$ cat src/rtl/contour_point_streamer_pkg.sv
// Shared image geometry, FSM encoding and output beat layout for the contour point streamer.
package img_pkg;

    localparam int IMG_W   = 640;
    localparam int IMG_H   = 480;
    localparam int ADDR_W  = 19;
    localparam int LABEL_W = 3;

    localparam logic [LABEL_W-1:0] LABEL_BG = '0;

    typedef enum logic [2:0] {
        ST_IDLE  = 3'd0,
        ST_SCAN  = 3'd1,
        ST_DRAIN = 3'd2,
        ST_MARK  = 3'd3,
        ST_DONE  = 3'd4
    } state_t;

    typedef struct packed {
        logic [9:0] x;
        logic [8:0] y;
        logic [2:0] bin;
        logic       eob;
    } point_t;

    localparam int POINT_W = $bits(point_t);

endpackage

$ cat src/rtl/contour_point_streamer_fifo.sv
// Synchronous first-word-fall-through FIFO; a push into a full FIFO is accepted when a pop happens in the same cycle.
module point_fifo #(
    parameter int W     = 23,
    parameter int DEPTH = 8
) (
    input  logic                       clk,
    input  logic                       reset,
    input  logic                       push_i,
    input  logic [W-1:0]               data_i,
    input  logic                       pop_i,
    output logic [W-1:0]               data_o,
    output logic                       full_o,
    output logic                       empty_o,
    output logic [$clog2(DEPTH):0]     count_o
);

    localparam int PTR_W = $clog2(DEPTH);

    logic [W-1:0]     mem_q [DEPTH];
    logic [PTR_W-1:0] wr_q, rd_q;
    logic [PTR_W:0]   count_q;
    logic             do_push, do_pop;

    assign full_o  = (count_q == (PTR_W+1)'(DEPTH));
    assign empty_o = (count_q == '0);
    assign count_o = count_q;
    assign data_o  = mem_q[rd_q];

    assign do_pop  = pop_i && !empty_o;
    assign do_push = push_i && (!full_o || do_pop);

    always_ff @(posedge clk) begin
        if (do_push) mem_q[wr_q] <= data_i;
    end

    always_ff @(posedge clk) begin
        if (reset) begin
            wr_q    <= '0;
            rd_q    <= '0;
            count_q <= '0;
        end else begin
            if (do_push) wr_q <= wr_q + 1'b1;
            if (do_pop)  rd_q <= rd_q + 1'b1;
            case ({do_push, do_pop})
                2'b10:   count_q <= count_q + 1'b1;
                2'b01:   count_q <= count_q - 1'b1;
                default: count_q <= count_q;
            endcase
        end
    end

endmodule

$ cat src/rtl/contour_point_streamer.sv
// Scans the labelled edge BRAM once per bin and streams matching (x,y,bin) points plus one end-of-bin beat per bin.
module contour_point_streamer
    import img_pkg::*;
#(
    parameter int FRAME_W    = IMG_W,
    parameter int FRAME_H    = IMG_H,
    parameter int RD_LAT     = 2,
    parameter int FIFO_DEPTH = 8
) (
    input  logic               clk_25mhz,
    input  logic               reset,
    input  logic               start,
    input  logic [2:0]         num_bins,
    output logic [ADDR_W-1:0]  edge_bram_addrb,
    input  logic [LABEL_W-1:0] edge_bram_doutb,
    output logic               point_valid,
    input  logic               point_ready,
    output logic [9:0]         point_x,
    output logic [8:0]         point_y,
    output logic [2:0]         point_bin,
    output logic               point_eob,
    output logic [11:0]        point_count,
    output logic               busy,
    output logic               done,
    output logic [2:0]         fsm_state
);

    localparam int                CNT_W     = $clog2(FIFO_DEPTH) + 1;
    localparam logic [ADDR_W-1:0] LAST_ADDR = ADDR_W'(FRAME_W * FRAME_H - 1);
    localparam logic [9:0]        X_LAST    = 10'(FRAME_W - 1);
    localparam logic [8:0]        Y_LAST    = 9'(FRAME_H - 1);

    state_t            state_q, state_d;
    logic [ADDR_W-1:0] addr_q;
    logic [9:0]        x_q;
    logic [8:0]        y_q;
    logic [2:0]        bin_q, nbins_q;
    logic [CNT_W-1:0]  inflight_q, inflight_d;
    logic [11:0]       count_q, count_d;
    logic [RD_LAT-1:0] vld_q;
    logic [9:0]        xd_q [RD_LAT];
    logic [8:0]        yd_q [RD_LAT];

    logic              issue, retire, pt_push, mark_push, push, pop;
    logic              start_ok, credit_ok;
    logic [CNT_W:0]    occupancy;
    logic [CNT_W-1:0]  fifo_count;
    logic              fifo_full, fifo_empty;
    point_t            push_beat, head;

    // A read may only be issued if the FIFO is guaranteed room for its result, so no beat is ever dropped.
    assign occupancy = {1'b0, fifo_count} + {1'b0, inflight_q};
    assign credit_ok = occupancy < (CNT_W+1)'(FIFO_DEPTH);
    assign retire    = vld_q[RD_LAT-1];

    always_ff @(posedge clk_25mhz) begin
        if (reset) state_q <= ST_IDLE;
        else       state_q <= state_d;
    end

    always_comb begin
        state_d = state_q;
        case (state_q)
            ST_IDLE, ST_DONE: if (start_ok) state_d = (num_bins == 3'd0) ? ST_DONE : ST_SCAN;
            ST_SCAN:          if (issue && addr_q == LAST_ADDR) state_d = ST_DRAIN;
            ST_DRAIN:         if (inflight_q == '0) state_d = ST_MARK;
            ST_MARK:          if (!fifo_full) state_d = (bin_q == nbins_q) ? ST_DONE : ST_SCAN;
            default:          state_d = ST_IDLE;
        endcase
    end

    // DONE only reports completion once the last end-of-bin beat has left the FIFO.
    always_comb begin
        issue     = (state_q == ST_SCAN) && credit_ok;
        mark_push = (state_q == ST_MARK) && !fifo_full;
        done      = (state_q == ST_DONE) && fifo_empty;
        busy      = (state_q != ST_IDLE) && !done;
        start_ok  = start && !busy;
        fsm_state = state_q;
    end

    always_ff @(posedge clk_25mhz) begin
        if (reset) begin
            addr_q  <= '0;
            x_q     <= '0;
            y_q     <= '0;
            bin_q   <= '0;
            nbins_q <= '0;
        end else if (start_ok) begin
            addr_q  <= '0;
            x_q     <= '0;
            y_q     <= '0;
            bin_q   <= 3'd1;
            nbins_q <= num_bins;
        end else if (issue) begin
            addr_q <= (addr_q == LAST_ADDR) ? '0 : addr_q + 1'b1;
            x_q    <= (x_q == X_LAST) ? '0 : x_q + 1'b1;
            if (x_q == X_LAST) y_q <= (y_q == Y_LAST) ? '0 : y_q + 1'b1;
        end else if (mark_push && bin_q != nbins_q) begin
            bin_q <= bin_q + 1'b1;
        end
    end

    assign edge_bram_addrb = addr_q;

    always_ff @(posedge clk_25mhz) begin
        if (reset) begin
            vld_q      <= '0;
            inflight_q <= '0;
        end else begin
            vld_q[0] <= issue;
            for (int i = 1; i < RD_LAT; i++) vld_q[i] <= vld_q[i-1];
            inflight_q <= inflight_d;
        end
    end

    always_ff @(posedge clk_25mhz) begin
        xd_q[0] <= x_q;
        yd_q[0] <= y_q;
        for (int i = 1; i < RD_LAT; i++) begin
            xd_q[i] <= xd_q[i-1];
            yd_q[i] <= yd_q[i-1];
        end
    end

    assign inflight_d = inflight_q + CNT_W'(issue) - CNT_W'(retire);
    assign pt_push    = retire && edge_bram_doutb != LABEL_BG && edge_bram_doutb == bin_q;
    assign push       = pt_push || mark_push;

    always_comb begin
        push_beat     = '0;
        push_beat.bin = bin_q;
        if (mark_push) begin
            push_beat.eob = 1'b1;
        end else begin
            push_beat.x = xd_q[RD_LAT-1];
            push_beat.y = yd_q[RD_LAT-1];
        end
    end

    point_fifo #(.W(POINT_W), .DEPTH(FIFO_DEPTH)) u_fifo (
        .clk     (clk_25mhz),
        .reset   (reset),
        .push_i  (push),
        .data_i  (push_beat),
        .pop_i   (pop),
        .data_o  (head),
        .full_o  (fifo_full),
        .empty_o (fifo_empty),
        .count_o (fifo_count)
    );

    // valid/ready: a beat transfers on a rising edge where point_valid && point_ready; until then it is held stable.
    assign point_valid = !fifo_empty;
    assign pop         = point_valid && point_ready;
    assign point_x     = point_valid ? head.x   : '0;
    assign point_y     = point_valid ? head.y   : '0;
    assign point_bin   = point_valid ? head.bin : '0;
    assign point_eob   = point_valid && head.eob;

    always_comb begin
        count_d = count_q;
        if (pop) begin
            if (head.eob)                count_d = '0;
            else if (count_q != 12'hFFF) count_d = count_q + 12'd1;
        end
    end

    always_ff @(posedge clk_25mhz) begin
        if (reset) count_q <= '0;
        else       count_q <= count_d;
    end

    assign point_count = count_q;

endmodule
$ cat config.mk
export PLATFORM = sky130hd
export DESIGN_NAME = contour_point_streamer
export DESIGN_NICKNAME = d
export VERILOG_FILES = /design/src/rtl/contour_point_streamer_pkg.sv /design/src/rtl/contour_point_streamer_fifo.sv /design/src/rtl/contour_point_streamer.sv
export SDC_FILE = /design/constraint.sdc
export NUM_CORES = 1
export LEC_CHECK = 0
export BUFFER_PORTS_ARGS = -buffer_cell sky130_fd_sc_hd__buf_2
export CAP_MARGIN = 25
export CORE_MARGIN = 5
export CORE_UTILIZATION = 40
export DETAILED_ROUTE_END_ITERATION = 7
export GPL_ROUTABILITY_DRIVEN = 0
export REMOVE_ABC_BUFFERS = 1
export SETUP_SLACK_MARGIN = 0.02
export SLEW_MARGIN = 0
export SYNTH_ARGS = -nofsm -noshare
export SYNTH_HDL_FRONTEND = slang
export SYNTH_SLANG_ARGS = --single-unit
$ cat constraint.sdc
create_clock -name clk_25mhz -period 9.8 [get_ports clk_25mhz]
set_input_delay 0.49 -clock clk_25mhz [delete_from_list [all_inputs] [get_ports clk_25mhz]]
set_output_delay 0.49 -clock clk_25mhz [all_outputs]
set_load 0.01 [all_outputs]
# Yosys cells after proc, flatten, opt, wreduce, memory -nomap -nowiden
# Memories as Yosys holds them, arrays and structs flattened. A register that Yosys moved wholly into a read port is not among the register bits.
# Cells that the tools add are included.
[op_classes]
n_addsub = 12
n_lt_le_gt_ge = 1
n_eq_ne = 19
muxes = 25
bitwise_logic = 1
n_reduce_logical = 35
[op_table]
columns = ["operator", "count"]
rows = [
  ["two-way mux 19 bit", 2],
  ["two-way mux 3 bit", 9],
  ["two-way mux 12 bit", 2],
  ["two-way mux 10 bit", 2],
  ["adder 19 x 1 -> 19 bit (second input constant)", 1],
  ["equality test 19 bit (second input constant)", 1],
  ["two-way mux 9 bit", 2],
  ["logical AND 1 bit", 13],
  ["adder 12 x 1 -> 12 bit (second input constant)", 1],
  ["inequality test 12 bit (second input constant)", 1],
  ["one-hot mux 3 bit (4 select lines)", 1],
  ["adder 10 x 1 -> 10 bit (second input constant)", 1],
  ["equality test 10 bit (second input constant)", 1],
  ["adder 3 x 1 -> 3 bit (second input constant)", 3],
  ["adder 9 x 1 -> 9 bit (second input constant)", 1],
  ["equality test 9 bit (second input constant)", 1],
  ["logical NOT 4 bit", 2],
  ["inequality test 2 bit (second input constant)", 4],
  ["one-hot mux 4 bit (2 select lines)", 1],
  ["AND reduction 2 bit", 4],
  ["equality test 3 x 2 -> 1 bit (second input constant)", 2],
  ["equality test 3 bit", 2],
  ["logical NOT 3 bit", 2],
  ["two-way mux 1 bit", 6],
  ["20 further kinds", 28],
]
[word_totals]
regBits = 75
ram_bits = 222
out_inout_bits = 60
wordCells = 109
mem_count = 3
[mem_list]
columns = ["name", "depth", "word_bits", "read_ports", "rd_clocked_by_memory_dff", "write_ports", "line_no", "rtl"]
rows = [
  ["u_fifo.mem_q", 8, 23, 1, 1, 1, "contour_point_streamer_fifo.sv:19", "logic [W-1:0] mem_q [DEPTH];"],
  ["xd_q", 2, 10, 2, 0, 2, "contour_point_streamer.sv:41", "logic [9:0] xd_q [RD_LAT];"],
  ["yd_q", 2, 9, 2, 0, 2, "contour_point_streamer.sv:42", "logic [8:0] yd_q [RD_LAT];"],
]

# Depth between registers and ports, before layout
# Gate-level depths: netlist of run 1.
[depth]
word_depth = 8
ltp_mapped = 13
depth_no_buf = 11

# Cells and area by module
# Synthesis of run 1 repeated with hierarchy kept, for this count alone.
[hier_totals]
hier_cells = 804
hier_area_um2 = 12100.4
[modules_own_cells]
columns = ["mod", "n_inst", "cells_per_inst", "area_each_um2", "seq_area_each_um2"]
rows = [
  ["point_fifo", 1, 348, 7790.0, 5785.5],
  ["contour_point_streamer", 1, 456, 4310.4, 2062.0],
]

# Worst setup path before layout of run 1
# OpenSTA, ideal clock, no wires.
[synth_timing]
path_kind = "register to register"
startpoint = "register bin_q[0]"
endpoint = "memory u_fifo.mem_q[0][0] (enable)"
setup_ns = 0.432
t_arrival_ns = 2.757
required_ns = 9.368
path_slack_ns = 6.611
stages_incl_launch_ff = 6
synth_period_minus_slack_ns = 3.189
path_cell_list = "dfxtp_1 -> xnor2_1 -> o2111a_1 -> a31o_2 -> nand2b_1 -> nor3_1"
[synth_between]
elab_chain_cells = 6
[synth_rtl]
columns = ["item", "line_no", "rtl"]
rows = [
  ["from (decl)", "contour_point_streamer.sv:37", "logic [2:0] bin_q, nbins_q;"],
  ["from (signal assigned)", "contour_point_streamer.sv:100", "bin_q <= bin_q + 1'b1;"],
  ["equality test 3 bit", "contour_point_streamer.sv:127", "assign pt_push = retire && edge_bram_doutb != LABEL_BG && edge_bram_doutb == bin_q;"],
  ["logical AND 1 bit", "contour_point_streamer.sv:127", ""],
  ["logical OR 1 bit", "contour_point_streamer.sv:128", "assign push = pt_push || mark_push;"],
  ["logical AND 1 bit", "contour_point_streamer_fifo.sv:30", "assign do_push = push_i && (!full_o || do_pop);"],
  ["two-way mux 1 bit", "contour_point_streamer_fifo.sv:33", "if (do_push) mem_q[wr_q] <= data_i;"],
  ["two-way mux 1 bit (not written as such)", "contour_point_streamer_fifo.sv:33", ""],
  ["to (decl)", "contour_point_streamer_fifo.sv:19", ""],
]
# No other way between the ends.

# Worst setup path in the final report of run 1
[layout_timing]
startpoint = "register u_fifo.count_q[1], in the netlist u_fifo.count_o[1]"
endpoint = "register inflight_q[2]"
[layout_between]
elab_chain_cells = 5
[layout_rtl]
columns = ["item", "line_no", "rtl"]
rows = [
  ["from (decl)", "contour_point_streamer_fifo.sv:21", "logic [PTR_W:0] count_q;"],
  ["from (signal assigned)", "contour_point_streamer_fifo.sv:45", "2'b10: count_q <= count_q + 1'b1;"],
  ["from (signal assigned)", "contour_point_streamer_fifo.sv:46", "2'b01: count_q <= count_q - 1'b1;"],
  ["from (signal assigned)", "contour_point_streamer_fifo.sv:47", "default: count_q <= count_q;"],
  ["adder 4 x 4 -> 5 bit", "contour_point_streamer.sv:52", "assign occupancy = {1'b0, fifo_count} + {1'b0, inflight_q};"],
  ["less-than comparator 5 x 4 -> 1 bit", "contour_point_streamer.sv:53", "assign credit_ok = occupancy < (CNT_W+1)'(FIFO_DEPTH);"],
  ["logical AND 1 bit", "contour_point_streamer.sv:74", "issue = (state_q == ST_SCAN) && credit_ok;"],
  ["adder 4 x 1 -> 4 bit", "contour_point_streamer.sv:126", "assign inflight_d = inflight_q + CNT_W'(issue) - CNT_W'(retire);"],
  ["subtractor 4 x 1 -> 4 bit", "contour_point_streamer.sv:126", ""],
  ["to (signal assigned)", "contour_point_streamer.sv:113", "inflight_q <= inflight_d;"],
  ["to (decl)", "contour_point_streamer.sv:38", "logic [CNT_W-1:0] inflight_q, inflight_d;"],
]
# No other way between the ends.
# A chain may end at the register's enable or synchronous reset.

==> impl_metrics.py, run 1 <==
metrics = {
    "synthesis": {
        "syn-cell-area_sq_mm": 0.0118,
        "ys_warn_count": 0,
        "synth-seq-area-share_pct": 66.3,
        "synth_cells": 815,
        "synth-main-ff-cell": "edfxtp_1",
        "synth_seq_cells": 300,
        "syn-mean-instance-area_sq_um": 14.5,
        "synth_top_cell_area_share_pct": 46.7,
        "yosys-top-cells-area": "edfxtp_1 47%, dfxtp_1 20%, mux4_2 8.7%",
        "synth_top_cell_by_area": "edfxtp_1",
        "synthArstFlopShare_pct": 0,
        "synth_edf_count": 184,
        "synth_cell_types": 61,
    },
    "global_routing": {
        "overflow": 0,
        "grt_use_total_pct": 14.0,
        "grt_first_pass_wirelength_um": 37600,
        "grt_antenna_before_repair": 0,
        "grt_max_degree": 47,
        "grt_pass1_vias": 6808,
    },
    "pwr": {
        "power_uw": 3030,
        "ir_drop_v": 0.000130,
        "p_leak_uw": 0.00471,
        "p_per_area_mw_per_mm2": 221,
    },
    "final_layout": {
        "multiInputGateArea_sq_mm": 0.00381,
        "mostFrequentLayoutCells": "184 x edfxtp_1, 114 x dfxtp_1, 95 x nor2_1, 69 x buf_2, 46 x mux4_2",
        "fin_cells": 1310,
        "nNetsFinal": 925,
        "final_common_cell": "edfxtp_1",
        "register_area_sq_mm": 0.00785,
        "antenna-diode-count": 0,
        "layout-drive-gt1-share_pct": 22.1,
        "fillers": 2607,
        "areaGrowthSynthToFinish_pct": 15.6,
    },
    "placement": {
        "portBuffers": 69,
        "dp.cells": 1252,
        "post-dp-hpwl_um": 14200,
    },
    "setup_path": {
        "start_kind": "register",
        "r2r_slack_ps": 6520,
        "worstReg2RegEnd": "inflight_q[2]",
        "cp_top_family": "adder cells",
        "path_common_cell": "ha_1",
        "worstReg2RegStart": "u_fifo.count_o[1]",
        "worstPathMaxFanout": 30,
        "crit_slowest_cell": "dfxtp_1",
        "worstPathArrival_ps": 3680,
        "worstSetupPathType": "register to register",
        "critPathMaxStageDelay_ps": 580,
        "critical_path_required_ps": 10200,
        "critPathCaptureType": "register",
        "critPathBufInv": 3,
        "reg2reg_depth": 11,
        "cp_cell_sequence": "ha_1, a31oi_1, o211a_1, inv_2, ha_1, inv_1, ha_1, inv_1, fa_1, xor2_1, nor2_1",
    },
    "routing": {
        "drc": 0,
        "wl_um": 23100,
        "ant_nets": 0,
        "vias_per_cell": 5.05,
        "first_pass_iters": 4,
        "drtIter0Drc": 424,
        "avgRoutedWirePerCell_um": 17.6,
        "vias": 6611,
    },
    "timing": {
        "fin_crit_sh_pct": 33.5,
        "finalHoldViolations": 0,
        "fmax_mhz": 305,
        "tns_ps": 0,
        "relSlewSlack_pct": 40.3,
        "tightest_slew_ps": 893,
        "finalCriticalPeriod_ps": 3280,
        "slew_viol_final": 0,
        "clock_skew_ps": 7.72,
        "setup_violations": 0,
        "rsz0062_at_grt": "false",
    },
    "clocking": {
        "post-cts-setup-buffer-count": 0,
        "cts_buffers": 30,
        "cts_resized": 0,
        "clk_latency_ps": 540,
        "clockBufferDepth": 3,
        "clock_sinks": 300,
        "cts_tree": "built",
        "cts-htree-levels": 1,
        "hold_buffers": 0,
        "clock-root-buffer": "clkbuf_16",
        "clk_pin_slew_ps": 60,
    },
    "floorplanning": {
        "rows": 63,
        "die_w_um": 182,
        "core-area_sq_mm": 0.0294,
        "io_pins": 70,
        "die_height_um": 182,
        "initial_core_util_pct": 40.3,
        "die_area_sq_mm": 0.0332,
    },
    "min_path": {
        "min_to": "nbins_q[0]",
        "hold_depth": 3,
        "hold_path_class": "primary input to register",
        "worstHoldStart": "num_bins[0]",
    },
    "run_status": {
        "status": "finished, final reports clean",
    },
    "flow_run": {
        "max_cap_violations": 0,
    },
}
-- layer usage --
| layer | wire length, um | vias to the layer above | part of all wire, % | track usage, % |
|---|---|---|---|---|
| li1 | - | 3203 | - | - |
| met1 | 10800 | 3260 | 47 | 19.8 |
| met2 | 11100 | 120 | 48 | 23.2 |
| met3 | 917 | 28 | 4.0 | 2.09 |
| met4 | 342 | 0 | 1.5 | 2.79 |
| met5 | 0 | - | 0 | 0 |
-- state kept, by name, summed over array words and instances (netlist names), named ones only --
register	cells
fsm_state	3
u_fifo.count_o	4
nbins_q	3
u_fifo.rd_q	3
xd_q	20
edge_bram_addrb	19
x_q	10
y_q	9
point_count	12
vld_q	2
u_fifo.wr_q	3
bin_q	3
yd_q	18
u_fifo.mem_q	184
inflight_q	4
-- worst min-delay path, cell delays in order --
cell and delay, ps:
buf_2 90, mux2i_1 60, nor2_1 70
-- cell families after synthesis --
| family | count (synthesis) | synth area share (%) |
|---|---|---|
| DFF | 300 | 66.3 |
| and+or+nand+nor | 257 | 11.1 |
| muxes | 75 | 11.3 |
| xor gates and xnor gates | 56 | 4.14 |
| AOI/OAI and AO/OA | 57 | 3.24 |
| adders and majority gates | 19 | 2.07 |
| buffers and inverters | 51 | 1.86 |
-- power by group --
group / switching (uW) / internal [uW]
logic: 267 / 210
registers: 44.8 / 1370
clock network: 456 / 680
total: 767 / 2260
-- cell usage after synthesis (2+ instances only) --
| cell type | count |
|---|---|
| edfxtp_1 | 184 |
| dfxtp_1 | 116 |
| nor2_1 | 102 |
| mux4_2 | 46 |
| xnor2_1 | 41 |
| nand2_1 | 35 |
| mux2i_1 | 28 |
| a21oi_1 | 22 |
| nor2b_1 | 21 |
| nand3_1 | 20 |
| ha_1 | 18 |
| inv_1 | 16 |
| xor2_1 | 15 |
| clkbuf_1 | 14 |
| nor3_1 | 14 |
| nand4_1 | 13 |
| nand2b_1 | 12 |
| buf_2 | 11 |
| nor4_1 | 11 |
| o21ai_0 | 5 |
| and4_1 | 4 |
| buf_1 | 4 |
| a211oi_1 | 3 |
| a31oi_1 | 3 |
| and3_1 | 3 |
| inv_2 | 3 |
| o21bai_1 | 3 |
| a2111oi_0 | 2 |
| a2111oi_1 | 2 |
| a311oi_1 | 2 |
| a31o_2 | 2 |
| buf_4 | 2 |
| nand3b_1 | 2 |
| nor3b_2 | 2 |
| nor4_4 | 2 |
| nor4b_2 | 2 |
| nor4bb_1 | 2 |
| o21a_1 | 2 |
| o21ai_1 | 2 |
| or3_1 | 2 |
| or4_1 | 2 |
-- how the worst max path moves through the flow --
| stage | from | to | slack, ps | depth (start not counted) |
|---|---|---|---|---|
| 2_1_floorplan | fsm_state[1] | u_fifo.mem_q[0][0] | 5830 | 5 |
| 3_3_place_gp | u_fifo.count_o[1] | u_fifo.mem_q[1][0] | 6400 | 6 |
| 3_5_place_dp | u_fifo.count_o[1] | u_fifo.mem_q[1][15] | 6280 | 6 |
| 4_1_cts | u_fifo.count_o[1] | u_fifo.mem_q[1][0] | 6240 | 6 |
| 5_1_grt | u_fifo.count_o[1] | inflight_q[3] | 6270 | 11 |
| 6_report | u_fifo.count_o[1] | inflight_q[2] | 6520 | 11 |
-- area by class of cell --
cell class / count / share of cell area (%)
clock inverters: 13 / 0.877
multi-input cells: 464 / 27.8
repair buffers: 81 / 3.38
inverters: 19 / 0.521
clock buffers: 43 / 6.47
well taps: 390 / 3.56
flip-flops and latches: 300 / 57.4
-- through the flow --
step,worst slack (ps),hold WS (ps),util (%),instance area (sq um)
final,6520,213,46.6,13700
after global routing,6270,214,46.6,13700
after CTS,6240,191,46.4,13600
after detailed placement,6280,312,43.0,12600
after global placement,6400,310,43.0,12600
after floorplan,5830,310,-,11700
Note: power is estimated with default switching activity, not from simulation.
==> inputs of run 2 (changes only) <==
Clock period 9.8 ns to 3.4 ns, I/O delays scaled along.
==> run 2 against run 1 <==
Against the previous run: sequential power increased to 2.9 times the previous value; critical path depth stayed put; clock power rose to 2.8 times the previous value; via count barely moved; non-clock buffer count grew 8; die area did not move; clock skew rose by 17 ps; count of clock-buffer cells in the layout rose by 6; highest routed layer is now met5; register-to-register slack lost 6000 ps.
==> impl_metrics.py, run 2 (synthesis gave the netlist of run 1 again) <==
metrics = {
    "run_status": {
        "status": "finished, final reports clean",
    },
    "setup_path": {
        "critical_path.startpoint": "u_fifo.count_o[1]",
        "critPathCaptureType": "register",
        "worstReg2RegStart": "u_fifo.count_o[1]",
        "worstReg2RegEnd": "u_fifo.count_o[2]",
        "path_depth": 11,
        "worstPathArrival_ps": 3380,
        "crit_slowest_cell": "nor4b_1",
        "critPathBufInv": 1,
        "worstPathMaxFanout": 10,
        "endpoint": "u_fifo.count_o[2]",
        "cp_cell_sequence": "nor4b_1, nand2b_1, a31o_2, inv_1, ha_1, xor2_1, ha_1, a21oi_1, xor2_1, or3_1, a21oi_1",
        "critPathMaxStageDelay_ps": 610,
        "cp_top_family": "simple AND/OR/NAND/NOR gates",
        "critical_path_required_ps": 3870,
        "reg2reg_depth": 11,
        "start_kind": "register",
        "r2r_slack_ps": 490,
        "worstSetupPathType": "register to register",
    },
    "clocking": {
        "clock-root-buffer": "clkbuf_16",
        "cts-htree-levels": 1,
        "post-cts-setup-buffer-count": 0,
        "cts_buffers": 30,
        "clock_sinks": 300,
        "clk_latency_ps": 560,
        "cts_tree": "built",
        "clk_pin_slew_ps": 60,
        "clockBufferDepth": 3,
    },
    "floorplanning": {
        "rows": 63,
        "io_pins": 70,
        "core-area_sq_mm": 0.0294,
        "die_height_um": 182,
        "die_area_sq_mm": 0.0332,
        "die_w_um": 182,
        "initial_core_util_pct": 40.3,
    },
    "final_layout": {
        "antenna-diode-count": 0,
        "regMostFlops": "u_fifo.mem_q",
        "fillers": 2596,
        "mostFrequentLayoutCells": "184 x edfxtp_1, 114 x dfxtp_1, 95 x nor2_1, 69 x buf_2, 46 x mux4_2",
        "nNetsFinal": 933,
        "layout-drive-gt1-share_pct": 21.8,
        "fin_cells": 1318,
        "areaGrowthSynthToFinish_pct": 16.4,
        "final_common_cell": "edfxtp_1",
        "largest_reg_flops": 184,
    },
    "timing": {
        "finalHoldViolations": 0,
        "rsz0062_at_grt": "false",
        "setup_violations": 0,
        "slew_viol_final": 0,
        "setup_slack_ps": 487,
        "clock_skew_ps": 24.8,
        "tightest_slew_ps": 798,
        "fmax_mhz": 343,
        "finalCriticalPeriod_ps": 2910,
        "fin_crit_sh_pct": 85.7,
        "relSlewSlack_pct": 46.8,
    },
    "placement": {
        "pre_cts_ws_ps": 550,
        "post-dp-hpwl_um": 14500,
        "dp.cells": 1259,
        "portBuffers": 69,
    },
    "global_routing": {
        "grt_use_total_pct": 13.9,
        "grt_first_pass_wirelength_um": 37100,
        "grt_antenna_before_repair": 1,
        "overflow": 0,
        "grt_pass1_vias": 6684,
        "grt_max_degree": 34,
    },
    "pwr": {
        "ir_drop_v": 0.000462,
        "p_per_area_mw_per_mm2": 630,
        "p_leak_uw": 0.00474,
    },
    "flow_run": {
        "max_cap_violations": 0,
    },
    "routing": {
        "drc": 0,
        "avgRoutedWirePerCell_um": 17.6,
        "vias": 6612,
        "vias_per_cell": 5.02,
        "ant_nets": 0,
        "drtIter0Drc": 403,
        "wl_um": 23200,
        "first_pass_iters": 4,
    },
    "min_path": {
        "hold_path_class": "primary input to register",
    },
}
## run 2: cell types whose count changed in the layout (fill, tap and decap cells not counted), moves of 2 or more
cell | previous run | this run
clkbuf_2 | 3 | 0
dlygate4sd3_1 | 0 | 3
clkinv_1 | 4 | 2
buf_12 | 0 | 6
clkbuf_1 | 4 | 12
clkbuf_8 | 4 | 6
## run 2: layout make-up
cell class                      count  area (sq um)  area share (%)
Clock inverter                      7          85.1           0.617
Tap cell                          390           488            3.54
Timing Repair Buffer               89           578            4.19
Multi-Input combinational cell    464          3800            27.6
Sequential cell                   300          7850            57.0
Clock buffer                       49           903            6.55
Inverter                           19          71.3           0.517
## run 2: what timing repair did
action,CTS,global route
resized for setup,0,0
endpoints found under the hold margin,3,0
hold buffers,3,0
## run 2: how the worst min path moves through the flow
stage / start / endpoint / slack, ps / cells past startpoint
final: point_ready / register / 90 / 4
after detailed placement: yd_q[0][7] / yd_q[0][16] / 310 / 0
after global routing: point_ready / register / 110 / 4
after CTS: point_ready / register / 80 / 4
after global placement: yd_q[0][0] / yd_q[0][9] / 310 / 0
after floorplan: reset / inflight_q[1] / 240 / 1
## run 2: tightest hold or removal path: stages
cell and delay [ps]:
buf_2 100, nand2_2 130, nand2_1 100, a21oi_1 70
## run 2: power by group
part / leakage [uW] / switching (uW) / internal [uW]
sequential: 0.00267 / 169 / 3960
combinational: 0.00159 / 741 / 610
clock: 0.000476 / 1310 / 1890
total: 0.00474 / 2220 / 6460
## run 2: per-stage QoR
stage                     cell area (sq um)  util, %  hold slack (ps)  setup TNS [ps]  total power (uW)
final                                 13800     46.9             92.8               0              8680
after global routing                  13800     46.9              113               0              9110
after detailed placement              12800     43.4              312               0              5590
after CTS                             13800     46.9             77.8               0              8810
after global placement                12800     43.4              311               0              5580
after floorplan                       11700        -              237          -25910              5130
## run 2: metal layers
metal,vias to the layer above,track usage [%],routed length (um)
met5,-,0,13
met4,2,2.97,432
met3,40,2.79,1010
met2,117,23.3,11200
met1,3248,19.0,10600
li1,3205,-,-
==> inputs of run 3 (changes only) <==
Settings changed: GPL_TIMING_DRIVEN set to 1.
Clock period 3.4 ns to 2.7 ns, I/O delays scaled along.
==> run 3 against run 2 <==
Against the previous run: clock skew shrank 7.3 ps; critical path depth decreased by 4; largest cell class unchanged; global-route usage up 0.52 points; final cell count grew 3.4%; sequential power rose by 23%; total power grew 33%; first-iteration DRC count is 15% higher; wire length is 3.5% higher; clock power grew 38%; highest routed layer is now met4; count of clock-buffer cells in the layout down 14; design area up 3.0%.
==> impl_metrics.py, run 3 (synthesis gave the netlist of run 1 again) <==
metrics = {
    "min_path": {
        "hold_path_class": "primary input to register",
    },
    "timing": {
        "tightest_slew_ps": 899,
        "relSlewSlack_pct": 40.0,
        "finalHoldViolations": 0,
        "fin_crit_sh_pct": 91.9,
        "clock_skew_ps": 17.6,
        "fmax_mhz": 403,
        "slew_viol_final": 0,
        "setup_violations": 0,
        "rsz0062_at_grt": "false",
        "tns_ps": 0,
        "finalCriticalPeriod_ps": 2480,
    },
    "floorplanning": {
        "core-area_sq_mm": 0.0294,
        "initial_core_util_pct": 40.3,
        "rows": 63,
        "die_w_um": 182,
        "die_height_um": 182,
        "io_pins": 70,
        "die_area_sq_mm": 0.0332,
    },
    "final_layout": {
        "nNetsFinal": 978,
        "mostFrequentLayoutCells": "184 x edfxtp_1, 114 x dfxtp_1, 95 x nor2_1, 69 x buf_2, 51 x buf_4",
        "final_common_cell": "edfxtp_1",
        "layout-drive-gt1-share_pct": 25.9,
        "regMostFlops": "u_fifo.mem_q",
        "areaGrowthSynthToFinish_pct": 19.9,
        "largest_reg_flops": 184,
        "multiInputGateArea_sq_mm": 0.00382,
        "register_area_sq_mm": 0.00785,
        "antenna-diode-count": 0,
        "fillers": 2534,
        "fin_cells": 1363,
        "design_area_sq_mm": 0.0142,
    },
    "routing": {
        "first_pass_iters": 4,
        "drc": 0,
        "avgRoutedWirePerCell_um": 17.6,
        "vias_per_cell": 5.00,
        "drtIter0Drc": 464,
        "vias": 6818,
        "ant_nets": 0,
        "wl_um": 24000,
    },
    "clocking": {
        "clock_sinks": 300,
        "cts-htree-levels": 1,
        "clk_latency_ps": 540,
        "clockBufferDepth": 3,
        "clk_pin_slew_ps": 60,
        "cts_tree": "built",
        "cts_buffers": 31,
        "clock-root-buffer": "clkbuf_16",
    },
    "global_routing": {
        "grt_max_degree": 30,
        "grt_first_pass_wirelength_um": 38800,
        "grt_pass1_vias": 6932,
        "grt_use_total_pct": 14.4,
        "grt_antenna_before_repair": 0,
        "overflow": 0,
    },
    "pwr": {
        "p_leak_uw": 0.00501,
        "ir_drop_v": 0.000473,
        "power_uw": 11500,
        "p_per_area_mw_per_mm2": 811,
    },
    "setup_path": {
        "worstSetupPathType": "register to register",
        "r2r_slack_ps": 220,
        "critPathCaptureType": "register",
        "start_kind": "register",
        "critical_path_required_ps": 2930,
        "worstPathMaxFanout": 13,
        "worstPathArrival_ps": 2710,
    },
    "run_status": {
        "status": "finished, final reports clean",
    },
    "placement": {
        "portBuffers": 69,
        "post-dp-hpwl_um": 15500,
        "post_dp_cell_area_sq_mm": 0.0129,
        "dp.cells": 1283,
    },
    "flow_run": {
        "max_cap_violations": 0,
    },
}
[run 3: cell count changes in the layout (fill, tap and decap cells not counted), sizes merged]
cell / before / now
clkbuf: 49 / 35
clkinv: 5 / 11
inv: 19 / 21
buf: 86 / 126
clkinvlp: 1 / 4
bufinv: 1 / 5
dlygate4sd3: 3 / 7
[run 3: power by group]
part           leakage [uW]  internal (uW)  switching (uW)
combinational       0.00182            947            1080
sequential          0.00267           4980             112
clock              0.000518           2660            1750
[run 3: repair_timing]
item / 4_1_cts / 5_1_grt
setup endpoints to repair: 0 / 4
endpoints found under the hold margin: 5 / 0
hold buffers: 7 / 0
resized for setup: 0 / 2
setup buffers: 0 / 15
[run 3: area by class of cell]
class / instances / share of cell area, %
clock buffer: 35 / 5.78
inverter: 19 / 0.502
clock inverter: 22 / 1.75
timing repair buffer: 133 / 6.34
multi-input combinational: 464 / 26.9
tap: 390 / 3.44
sequential: 300 / 55.3
[run 3: through the flow]
step,util [%],hold slack [ps],setup slack [ps]
global placement,43.9,312,72.2
finish,48.3,72.8,218
detailed placement,44.0,312,47.4
global route,48.3,105,54.5
floorplan,-,202,-1270
CTS,47.8,65.3,21.8
[run 3: critical path, stage by stage (launching register included)]
cell and delay (ps):
dfxtp_1 310, xnor2_1 160, o2111a_1 200, a31o_2 210
nand2_1 90, buf_4 160, nor2_2 670, buf_4 350
[run 3: final timing paths]
path,from,end,cells past startpoint
min,point_ready,u_fifo.rd_q[1],4
max,bin_q[1],u_fifo.mem_q[7][16],7
max reg2reg,bin_q[1],u_fifo.mem_q[7][16],7
min reg2reg,xd_q[0][9],xd_q[0][19],0
[run 3: routing by layer]
metal	track usage (%)	up-vias	wire (um)	share of wire (%)
li1	-	3302	-	-
met1	20.0	3338	10900	46
met2	24.1	151	11500	48
met3	2.65	27	1300	5.4
met4	2.85	0	310	1.3
met5	0	-	0	0
